==> src/rtl/i2s_rx_sequencer.sv <==
// Master-mode I2S receiver: generates SCK/WS, deserialises left/right PCM samples and
// presents them over a valid/ready handshake with frame-aligned enable/disable.
module i2s_rx_sequencer #(
  parameter int unsigned CLK_DIV      = 32,
  parameter int unsigned SLOT_WIDTH   = 32,
  parameter int unsigned SAMPLE_WIDTH = 24
) (
  input  logic                    clk_in,
  input  logic                    rst_n_in,
  input  logic                    enable_in,
  input  logic                    sd_in,
  output logic                    sck_out,
  output logic                    ws_out,
  output logic [SAMPLE_WIDTH-1:0] sample_out,
  output logic                    sample_right_out,
  output logic                    sample_valid_out,
  input  logic                    sample_ready_in,
  output logic                    overrun_out,
  output logic                    active_out
);

  localparam int unsigned DivW = $clog2(CLK_DIV);
  localparam int unsigned BitW = $clog2(2 * SLOT_WIDTH);

  localparam logic [DivW-1:0] RiseCnt = DivW'(CLK_DIV / 2 - 1);
  localparam logic [DivW-1:0] FallCnt = DivW'(CLK_DIV - 1);
  localparam logic [DivW-1:0] HalfCnt = DivW'(CLK_DIV / 2);
  localparam logic [BitW-1:0] SlotW   = BitW'(SLOT_WIDTH);
  localparam logic [BitW-1:0] SampW   = BitW'(SAMPLE_WIDTH);
  localparam logic [BitW-1:0] LastBit = BitW'(2 * SLOT_WIDTH - 1);

  typedef enum logic [1:0] {StIdle, StSync, StRun, StStop} state_e;

  state_e                  state_q, state_d;
  logic [DivW-1:0]         div_q, div_d;
  logic [BitW-1:0]         bit_q, bit_d;
  logic                    sck_q, sck_d;
  logic                    ws_q, ws_d;
  logic [SAMPLE_WIDTH-1:0] shift_q, shift_d;
  logic                    done_q, done_d;
  logic                    done_right_q, done_right_d;
  logic [SAMPLE_WIDTH-1:0] sample_q, sample_d;
  logic                    right_q, right_d;
  logic                    valid_q, valid_d;
  logic                    overrun_q, overrun_d;

  logic            rise_tick, fall_tick, wrap;
  logic [BitW-1:0] slot_pos;

  always_comb begin
    state_d      = state_q;
    div_d        = div_q;
    bit_d        = bit_q;
    sck_d        = sck_q;
    ws_d         = ws_q;
    shift_d      = shift_q;
    done_d       = 1'b0;
    done_right_d = done_right_q;

    rise_tick = (state_q != StIdle) && (div_q == RiseCnt);
    fall_tick = (state_q != StIdle) && (div_q == FallCnt);
    wrap      = fall_tick && (bit_q == LastBit);
    slot_pos  = (bit_q >= SlotW) ? bit_q - SlotW : bit_q;

    if (state_q != StIdle) begin
      div_d = fall_tick ? '0 : div_q + DivW'(1);
      sck_d = (div_d >= HalfCnt);
    end

    if (fall_tick) begin
      bit_d = (bit_q == LastBit) ? '0 : bit_q + BitW'(1);
      ws_d  = (bit_d >= SlotW);
    end

    // One-bit I2S delay: slot bit 0 is skipped, bits 1..SAMPLE_WIDTH carry the sample.
    if (rise_tick && (slot_pos >= BitW'(1)) && (slot_pos <= SampW)) begin
      shift_d = {shift_q[SAMPLE_WIDTH-2:0], sd_in};
      if (slot_pos == SampW) begin
        done_d       = (state_q == StRun) || (state_q == StStop);
        done_right_d = ws_q;
      end
    end

    unique case (state_q)
      StIdle: if (enable_in) state_d = StSync;
      StSync: if (wrap) state_d = enable_in ? StRun : StIdle;
      StRun:  if (!enable_in) state_d = StStop;
      StStop: if (wrap) state_d = enable_in ? StRun : StIdle;
      default: state_d = StIdle;
    endcase

    if (state_d == StIdle) begin
      div_d = '0;
      bit_d = '0;
      sck_d = 1'b0;
      ws_d  = 1'b0;
    end
  end

  // Output register: a completed sample loads if the slot is free or being accepted now.
  always_comb begin
    sample_d  = sample_q;
    right_d   = right_q;
    valid_d   = valid_q;
    overrun_d = 1'b0;

    if (valid_q && sample_ready_in) valid_d = 1'b0;

    if (done_q) begin
      if (!valid_q || sample_ready_in) begin
        sample_d = shift_q;
        right_d  = done_right_q;
        valid_d  = 1'b1;
      end else begin
        overrun_d = 1'b1;
      end
    end
  end

  always_ff @(posedge clk_in or negedge rst_n_in) begin
    if (!rst_n_in) begin
      state_q      <= StIdle;
      div_q        <= '0;
      bit_q        <= '0;
      sck_q        <= 1'b0;
      ws_q         <= 1'b0;
      shift_q      <= '0;
      done_q       <= 1'b0;
      done_right_q <= 1'b0;
      sample_q     <= '0;
      right_q      <= 1'b0;
      valid_q      <= 1'b0;
      overrun_q    <= 1'b0;
    end else begin
      state_q      <= state_d;
      div_q        <= div_d;
      bit_q        <= bit_d;
      sck_q        <= sck_d;
      ws_q         <= ws_d;
      shift_q      <= shift_d;
      done_q       <= done_d;
      done_right_q <= done_right_d;
      sample_q     <= sample_d;
      right_q      <= right_d;
      valid_q      <= valid_d;
      overrun_q    <= overrun_d;
    end
  end

  assign sck_out          = sck_q;
  assign ws_out           = ws_q;
  assign sample_out       = sample_q;
  assign sample_right_out = right_q;
  assign sample_valid_out = valid_q;
  assign overrun_out      = overrun_q;
  assign active_out       = (state_q != StIdle);

endmodule

==> config.mk <==
export PLATFORM = sky130hd
export DESIGN_NAME = i2s_rx_sequencer
export DESIGN_NICKNAME = d
export VERILOG_FILES = /design/src/rtl/i2s_rx_sequencer.sv
export SDC_FILE = /design/constraint.sdc
export NUM_CORES = 1
export LEC_CHECK = 0
export ABC_AREA = 1
export CORE_MARGIN = 5
export CORE_UTILIZATION = 55
export DETAILED_ROUTE_END_ITERATION = 6
export PLACE_DENSITY = 0.79
export SYNTH_ARGS = -nofsm -noshare
export SYNTH_HDL_FRONTEND = slang
export SYNTH_SLANG_ARGS = --single-unit
==> constraint.sdc <==
create_clock -name clk_in -period 1.9 [get_ports clk_in]
set_clock_uncertainty 0.05 [all_clocks]
set_input_delay 0.19 -clock clk_in [delete_from_list [all_inputs] [get_ports clk_in]]
set_output_delay 0.19 -clock clk_in [all_outputs]
set_load 0.01 [all_outputs]
==> results.sh <==
export IMPL_synth_compound_area_share_pct=11.0
export IMPL_cts_sinks=67
export IMPL_die_h_microns=82.6
export IMPL_setup_viol=0
export IMPL_final_cell_mix="dfrtp_1, nand2_1, inv_1"
export IMPL_initial_core_util_pct=56.7
export IMPL_syn_inst=305
export IMPL_yosys_area_share_adder_pct=3.02
export IMPL_vdd_drop_max_mv=0.496
export IMPL_routed_wl_microns=5420
export IMPL_placementRows=26
export IMPL_htreeDepth=3
export IMPL_grt_total_usage_pct=18.4
export IMPL_place_congestion=0.756
export IMPL_routedWlPerCell_microns=12.8
export IMPL_drive_gt1_share_pct=17.0
export IMPL_drt_pass1_iter_count=4
export IMPL_worstSkewPairLatency_ns=0.34
export IMPL_crit_type="register to register"
export IMPL_area_delta_synth_final_pct=23.1
export IMPL_clockRootBuffer="clkbuf_8"
export IMPL_clk_path_buf_depth=2
export IMPL_hold_class="primary input to asynchronous set/reset pin"
export IMPL_power_leakage_uw=0.00162
export IMPL_dieWidth_microns=82.6
export IMPL_yosys_top_cells_area="dfrtp_1, nand2_1, inv_1, o21ai_0, o21ai_1"
export IMPL_drc=0
export IMPL_synth_main_ff_cell="dfrtp_1"
export IMPL_diodes=0
export IMPL_fin_crit_ns=1.79
export IMPL_setup_ws_ns=0.107
export IMPL_synth_simple_area_share_pct=18.1
export IMPL_drt_iter0_drc=114
export IMPL_synthXorXnorAreaFrac_pct=1.21
export IMPL_worstPathArrival_ns=1.95
export IMPL_yosysSeqAreaShare_pct=57.9
export IMPL_grt_pass1_vias=2055
export IMPL_grt_pass1_wl_microns=9290
export IMPL_finalCritPeriodShare_pct=94.4
export IMPL_place_inst=405
export IMPL_syn_area_per_cell_sq_um=9.50
export IMPL_cts_tree="done"
export IMPL_postLayoutCellArea_sq_um=3560
export IMPL_viasPerCell=4.87
export IMPL_netlist_area_sq_um=2900
export IMPL_p_per_area_nw_per_um2=799
export IMPL_required_ns=2.06
export IMPL_pre_cts_slack_ns=-0.0525
export IMPL_die_area_sq_um=6820
export IMPL_ios=35
export IMPL_overflow=0
export IMPL_ys_warnings_count=0
export IMPL_synth_top_family_by_area="simple AND/OR/NAND/NOR gates"
export IMPL_status="complete, no violations"
export IMPL_placed_cell_area_sq_um=3330
export IMPL_portBuffers=34
export IMPL_max_freq_mhz=558
export IMPL_nets=361
export IMPL_hold_viol_final=0
export IMPL_ant_nets=0
export IMPL_final_common_cell="dfrtp_1"
export IMPL_ys_types=28
export IMPL_clk_pin_slew_worst_paths_ns=0.07
export IMPL_synth_nets=317
export IMPL_end_kind="register"
export IMPL_cp_start_kind="register"
export IMPL_layoutNonFillerInstCount=423
export IMPL_dp_final_hpwl_microns=3550
export IMPL_path_max_fanout=48
export IMPL_synth_edf_count=0
export IMPL_tightestPinTransition_ns=0.349
export IMPL_via_count=2059
export IMPL_yosysTopAreaCell="dfrtp_1"
export IMPL_reg2reg_depth=9
export IMPL_synth_top_area_share_pct=57.9
export IMPL_relSlewSlack_pct=76.7
export IMPL_ys_ff_latch=67
export IMPL_drv_cap=0
export IMPL_synthMuxAreaShare_pct=0.389
export IMPL_timing_final_max_slew_violations=0
export IMPL_numCtsBuffers=9
export IMPL_grt_max_degree=68
export IMPL_antenna_found_initial=0
export IMPL_synth_async_reset_ratio_pct=100
export IMPL_coreArea_sq_um=5110
critical path: stages, from the launching register on:
cell	delay (ns)
dfrtp_1	0.37
ha_2	0.19
and3_4	0.17
ha_1	0.15
inv_1	0.06
nor2_2	0.20
o211ai_4	0.12
buf_12	0.20
nand2_2	0.08
o21ai_1	0.08
through the flow:
stage | utilization (%) | TNS (ns) | power, uW | hold WS [ns]
2_1_floorplan | - | 0 | 1710 | -0.156
3_3_place_gp | 65.2 | 0 | 1810 | 0.179
3_5_place_dp | 65.2 | -0.248 | 1830 | 0.180
4_1_cts | 68.8 | 0 | 2840 | 0.340
5_1_grt | 69.8 | -0.0229 | 3000 | 0.351
6_report | 69.8 | 0 | 2850 | 0.345
where the power goes:
part	internal (uW)	switching, uW	leakage, uW	total, uW
Clock	494	521	0.0000839	1020
Sequential	1480	48.3	0.000920	1530
Combinational	145	157	0.000613	301
state kept, by name (all words and copies together), names as in the netlist:
signal / cells
sample_out: 24
div_q: 5
ws_out: 1
sample_right_out: 1
state_q: 2
bit_q: 6
overrun_out: 1
done_right_q: 1
shift_q: 24
done_q: 1
sample_valid_out: 1
cell type report:
| class | count | area (sq um) |
|---|---|---|
| sequential | 67 | 1680 |
| inverter | 45 | 169 |
| multi-input combinational | 183 | 1030 |
| timing repair buffer | 43 | 430 |
| tap | 70 | 87.6 |
| clock inverter | 5 | 30.0 |
| clock buffer | 10 | 138 |
| fill | 394 | 1540 |
cells by family after synthesis:
family,Yosys count
fa+ha+maj,7
flops,67
mux,1
buf+inv,56
xor+xnor,4
compound gates,57
simple gates,113
timing repair:
action,CTS,global route
pin swaps,0,1
endpoints found under the setup margin,11,36
hold buffers,1,0
resized for setup,1,10
endpoints found under the hold margin,67,0
setup buffers,0,1
gates cloned,0,1
synthesized netlist by cell type (all sizes together), types with 2 or more instances:
cell type and count:
nand2 78, dfrtp 67, o21ai 48, inv 45, nor2 17, nand3 13
ha 7, buf 6, a21oi 5, clkbuf 5, xor2 4, nand4 2
o211ai 2
path summary, 6_finish.rpt:
check / startpoint / end / slack [ns]
min in group clk_in: sd_in / shift_q[0] / 0.35
setup / recovery: div_q[1] / shift_q[13] / 0.11
max in group asynchronous: rst_n_in / shift_q[10] / 1.17
hold reg to reg: sample_out[8] / sample_out[8] / 0.43
hold / removal: rst_n_in / sample_valid_out / 0.35
setup reg to reg: div_q[1] / shift_q[13] / 0.11
routing by layer:
metal | GRT usage (%) | up-vias | routed length [microns]
li1 | - | 1047 | -
met1 | 24.5 | 967 | 2530
met2 | 28.0 | 37 | 2590
met3 | 5.10 | 8 | 216
met4 | 8.17 | 0 | 85
met5 | 0 | - | 0
Note: power is estimated with default switching activity, not from simulation.
